===== config.mk =====
export PLATFORM = sky130hd
export DESIGN_NAME = acc_drain_unit
export DESIGN_NICKNAME = d
export VERILOG_FILES = /design/src/rtl/acc_drain_unit.sv
export SDC_FILE = /design/constraint.sdc
export NUM_CORES = 1
export LEC_CHECK = 0
export ABC_AREA = 1
export BUFFER_PORTS_ARGS = -buffer_cell sky130_fd_sc_hd__buf_2
export CAP_MARGIN = 10
export CORE_ASPECT_RATIO = 0.7
export CORE_MARGIN = 2
export CORE_UTILIZATION = 37
export DETAILED_ROUTE_END_ITERATION = 12
export GPL_TIMING_DRIVEN = 1
export MAX_ROUTING_LAYER = met4
export PLACE_DENSITY_LB_ADDON = 0.05
export SLEW_MARGIN = 20
export SYNTH_ARGS = -nofsm -noshare
export SYNTH_HDL_FRONTEND = slang
export SYNTH_SLANG_ARGS = --single-unit

===== constraint.sdc =====
create_clock -name clk -period 6.2 [get_ports clk]
set_input_delay 0.93 -clock clk [delete_from_list [all_inputs] [get_ports clk]]
set_output_delay 0.93 -clock clk [all_outputs]
set_load 0.1 [all_outputs]

===== src/rtl/acc_drain_unit.sv =====
// Drains a MATRIX_SIZE x MATRIX_SIZE accumulator array word by word, requantizing each word to a
// saturated DATA_WIDTH stream. Define DRAIN_RELU_EN to clamp negative results to zero.
module acc_drain_unit #(
  parameter int DATA_WIDTH     = 8,
  parameter int ACC_WIDTH      = 32,
  parameter int MATRIX_SIZE    = 8,
  parameter int ACC_ADDR_WIDTH = $clog2(MATRIX_SIZE * MATRIX_SIZE)
) (
  input  logic                      clk,
  input  logic                      rst,
  input  logic                      start,
  input  logic                      abort,
  input  logic                      clear_after,
  input  logic [4:0]                shift_amt,
  output logic [ACC_ADDR_WIDTH-1:0] addr_acc,
  input  logic [ACC_WIDTH-1:0]      acc_in,
  output logic                      acc_rst,
  output logic [DATA_WIDTH-1:0]     out_data,
  output logic                      out_valid,
  input  logic                      out_ready,
  output logic                      out_last,
  output logic                      busy,
  output logic                      done
);

  localparam logic [2:0] StIdle    = 3'd0;
  localparam logic [2:0] StIssue   = 3'd1;
  localparam logic [2:0] StCapture = 3'd2;
  localparam logic [2:0] StOut     = 3'd3;
  localparam logic [2:0] StClear   = 3'd4;
  localparam logic [2:0] StDone    = 3'd5;

  localparam logic [ACC_ADDR_WIDTH-1:0] LastIdx =
      ACC_ADDR_WIDTH'(MATRIX_SIZE * MATRIX_SIZE - 1);
  localparam logic signed [ACC_WIDTH:0] One    = 1;
  localparam logic signed [ACC_WIDTH:0] SatMax = (2 ** (DATA_WIDTH - 1)) - 1;
  localparam logic signed [ACC_WIDTH:0] SatMin = -(2 ** (DATA_WIDTH - 1));

  logic [2:0]                state_q, state_d;
  logic [ACC_ADDR_WIDTH-1:0] index_q, index_d;
  logic [ACC_ADDR_WIDTH-1:0] addr_q, addr_d;
  logic [DATA_WIDTH-1:0]     data_q, data_d;
  logic [4:0]                shift_q, shift_d;
  logic                      clear_q, clear_d;

  logic signed [ACC_WIDTH:0] acc_ext, rounded, shifted;
  logic [DATA_WIDTH-1:0]     quant;

  // One extra bit of headroom so the rounding add can never wrap.
  always_comb begin
    acc_ext = {acc_in[ACC_WIDTH-1], acc_in};
    rounded = acc_ext;
    if (shift_q != 5'd0) begin
      rounded = acc_ext + (One <<< (shift_q - 5'd1));
    end
    shifted = rounded >>> shift_q;
    if (shifted > SatMax) begin
      quant = SatMax[DATA_WIDTH-1:0];
    end else if (shifted < SatMin) begin
      quant = SatMin[DATA_WIDTH-1:0];
    end else begin
      quant = shifted[DATA_WIDTH-1:0];
    end
`ifdef DRAIN_RELU_EN
    if (quant[DATA_WIDTH-1]) begin
      quant = '0;
    end
`endif
  end

  always_comb begin
    state_d = state_q;
    index_d = index_q;
    addr_d  = addr_q;
    data_d  = data_q;
    shift_d = shift_q;
    clear_d = clear_q;
    case (state_q)
      StIdle: begin
        if (start) begin
          shift_d = shift_amt;
          clear_d = clear_after;
          index_d = '0;
          state_d = StIssue;
        end
      end
      StIssue: begin
        addr_d  = index_q;
        state_d = StCapture;
      end
      StCapture: begin
        data_d  = quant;
        state_d = StOut;
      end
      StOut: begin
        if (out_ready) begin
          if (index_q == LastIdx) begin
            state_d = clear_q ? StClear : StDone;
          end else begin
            index_d = index_q + 1'b1;
            state_d = StIssue;
          end
        end
      end
      StClear: state_d = StDone;
      StDone:  state_d = StIdle;
      default: state_d = StIdle;
    endcase
    // Abort wins over a same-cycle transfer.
    if (abort && (state_q != StIdle)) begin
      state_d = StIdle;
      index_d = index_q;
    end
  end

  always_ff @(posedge clk or negedge rst) begin
    if (!rst) begin
      state_q <= StIdle;
      index_q <= '0;
      addr_q  <= '0;
      data_q  <= '0;
      shift_q <= '0;
      clear_q <= 1'b0;
    end else begin
      state_q <= state_d;
      index_q <= index_d;
      addr_q  <= addr_d;
      data_q  <= data_d;
      shift_q <= shift_d;
      clear_q <= clear_d;
    end
  end

  assign addr_acc  = (state_q == StIssue) ? index_q : addr_q;
  assign out_data  = data_q;
  assign out_valid = (state_q == StOut);
  assign out_last  = (state_q == StOut) && (index_q == LastIdx);
  assign acc_rst   = (state_q == StClear);
  assign done      = (state_q == StDone);
  assign busy      = (state_q != StIdle);

endmodule


==> run summary <==
The flow ran to the end, and the final reports show no timing, DRC or antenna violations. For the worst flop-to-flop path, the logic depth is 37. The mean post-synth cell area was 5.104 um2; the async set or reset register ratio after synthesis was 100.0%.

Across all layers, the routed design uses 8219 vias. The floorplan step defined a die boundary enclosing 0.01956 mm2. The die is 117.6 um tall.

The site row count is 41. TritonCTS built the clock tree. End of the worst register-to-register path: out_data[2]. The wire length of the first global-routing pass was 39360 um; the final max-slew violation count was 0.

In the layout the commonest cells are nand2_1, nand3_1, inv_1. The transition time at the pin with the least slew margin came out at 773.7 ps. The die is 166.3 um wide.

The slowest stage of the critical path belongs to the cell dfrtp_1. For this run, the leading register cell type out of synthesis is dfrtp_1. The instance count along the most critical hold path works out to 2. Counting flops with a built-in enable in the synthesized netlist gives 0. Setup repair after global routing left no endpoint under its margin.

The run gives 2.418 mW as the power spent charging and discharging nets. The logs give 0 for the number of antenna violations at the first check in global routing and 5050 ps for the data arrival time at the worst-slack endpoint. VDD sags by at most 267.6 uV.

The number of global-route vias before repair is 7341, and the post-layout total power is 3.776 mW. The category of the worst setup path capture point was a flop. The tools report the source of the worst hold timing path as clear_q.

The worst hold endpoint is clear_q. Summing the sequential cell areas from Yosys gives 10.63% of the chip area. The logs give 48.23% for the max-slew headroom at the worst pin and 2 for the number of levels in the clock H-tree. The detail-routed net length per standard cell works out to 15.27 um. The count of buffers added on input and output ports is 61. The sort of element at the start of the critical path is a flop. The portion of the clock cycle consumed by the worst path in the final layout was 79.17%; the count of hold-fix buffers inserted at cts was 0. The run gives 0 ps as the sum of negative setup slack. The repair_antennas step left the layout with diodes totalling 0.

The classification of the worst-slack hold path was flop to flop. In this run, synthesis produced a sequential element count of 29. For the setup clock skew after layout, the log shows 2.016 ps. Per report_power, the sequential group accounts for 7.8% of the total.

In this run, the clock network consumes 7.5% of the power. The run gives 0 as the remaining antenna violation count. For the worst-skew pair, the clock arrives at the later sink with an insertion delay of 270 ps.

Net count after synthesis: 1414. Synthesis produced 1337 cells. The analysis attributes to cell leakage a power of 4.343 nW. The tools report the total overflow reported by the global router as 0. By instance count, the cell type seen most on the critical path is nand2_1. In the routed layout, each cell is associated on average with a via count of 5.124.

In this run the worst path has a maximum fanout of 19. Detailed placement ended at an HPWL of 20570 um. The proportion of total power due to net switching came out at 64.04%. During I/O placement, the number of pins put on the boundary was 62. The clock passes through at most 2 buffers. Summing all flip-flop and latch instances after layout gives 725.7 um2.

Setup violations remaining at the end of the flow were counted as 0. The clock root buffer is clkbuf_16. The internal power of the cells totals 1.358 mW.

The detailed-route wire length was 24490 um; the internal reg-to-reg setup slack was 1290 ps. The launch point of the worst reg-to-reg path was shift_q[0]. In this run the post-CTS setup repair buffer count came out at 0.

After clock tree synthesis, the clock-pin slew on the worst setup and hold paths is 50 ps. The distinct cell type count after synthesis is 44, and the count of warnings emitted by yosys is 0. The run gives 41.20% as the post-layout utilization of the core.

The type of the worst setup path was flop to flop. Leaving out fill and tap cells, the most frequent cell in the layout is nand2_1. For this configuration, the core starts out at a cell density of 37.79%. The logs give 0 for the final count of hold timing violations and 0 for the count of maximum capacitance violations. The number of clock buffers added by TritonCTS is 5.

Entering global routing, the biggest net connects 52 pins. The number of instances resized during post-cts repair was 0. The largest single stage delay on the critical path is 400 ps.

The tools report the required time at the worst-slack endpoint as 6340 ps. For the combined area of the multi-input logic cells, the log shows 0.005120 mm2. After the flow finishes, the layout carries non-filler instances totaling 1604. Power share of the combinational group: 84.7%. The layout has 2096 filler cells.

The number of clock sinks seen by CTS was 29. The tightest hold path in the finished design has a slack of 477.9 ps. The fraction of layout cells with a size suffix above 1 is 9.503%, and the routability-driven placement congestion ratio is 0.9454. The floorplan step defined a core boundary enclosing 0.01806 mm2. In the routed design, unresolved DRC markers number 0.

From synthesis to final layout, the design area changed by 9.021%. The net count of the finished layout is 1444. The total power divided by cell area is 507.5 mW/mm2, and the placed cell count is 1596. Global routing used 25.63% of the available tracks. The detailed router finished its first iteration with 855 violations. For this run, the top clock speed supported by timing is 203.7 MHz. The tools report the post-synthesis cell area as 0.006824 mm2. The final critical path time including I/O delays and setup works out to 4909 ps. The pre-antenna-repair detailed-routing pass consisted of 5 iterations.
## registers in the layout (all words and copies together), names as in the netlist
register	cells
index_q	6
clear_q	1
state_q	3
shift_q	5
addr_q	6
out_data	8
## synth_stat cells, types with 7 or more instances
cell      number  share of area, %
buf_1         10              0.55
ha_1          33               6.1
clkbuf_1      16              0.88
a21oi_1       28               2.1
dfrtp_1       29                11
inv_1        189                10
buf_2         18               1.3
nand2_1      504                28
or2_1         15               1.4
nand3_1      234                17
o21ai_0       37               2.7
a21oi_2        7              0.90
nand3_2       22               3.2
nor2_1       119               6.5
nand4_1       10              0.92
## worst max-delay path by stage
| stage | from | to | slack (ps) |
|---|---|---|---|
| after floorplan | state_q[1] | index_q[5] | 210 |
| after global placement | shift_q[2] | out_data[2] | 1370 |
| after detailed placement | shift_q[0] | out_data[2] | 1360 |
| after CTS | shift_q[0] | out_data[3] | 1330 |
| after global routing | shift_q[0] | out_data[3] | 810 |
| final | shift_q[0] | out_data[2] | 1290 |
## worst max-delay path, delay by kind of cell (launching register included)
kind,cells,cell delay [ps]
AND/OR/NAND/NOR,27,3130
buffers and inverters,6,460
AO/OA/AOI/OAI,2,390
adder cells (fa/ha/maj),2,390
flip-flops,1,400
## kinds of logic after synthesis
| kind of cell | synth area share (%) |
|---|---|
| adders and majority gates | 6.344 |
| xor gates and xnor gates | 1.027 |
| and+or+nand+nor | 59.46 |
| muxes | 0.2934 |
| DFF | 10.63 |
| AOI/OAI and AO/OA | 7.903 |
| buffers and inverters | 14.34 |
## power by group through the flow
stage               registers, mW  clock network [mW]  logic [mW]
floorplan                   0.451                   0        2.32
global placement            0.297                   0        3.20
detailed placement          0.298                   0        3.16
CTS                         0.297               0.287        3.18
global route                0.304               0.294        3.60
finish                      0.295               0.282        3.20
## stage by stage
stage,instance area (um2),setup slack [ps]
after floorplan,6824,206.3
after global placement,7267,1368
after detailed placement,7267,1355
after CTS,7440,1332
after global routing,7440,814.0
final,7440,1291
## area by class of cell
| type | count | area share [%] |
|---|---|---|
| Multi-Input combinational cell | 1063 | 68.82 |
| Inverter | 196 | 9.923 |
| Sequential cell | 29 | 9.754 |
| Timing Repair Buffer | 72 | 5.214 |
| Tap cell | 236 | 3.969 |
| Clock buffer | 7 | 1.917 |
| Clock inverter | 1 | 0.4036 |
## layer usage
metal	global-route usage, %	vias to the layer above	part of all wire (%)
li1	-	4285	-
met1	41.27	3653	54
met2	35.04	272	38
met3	2.959	9	7.2
met4	1.401	0	0.26
met5	-	-	0
Power figures use the tool's default switching activity.
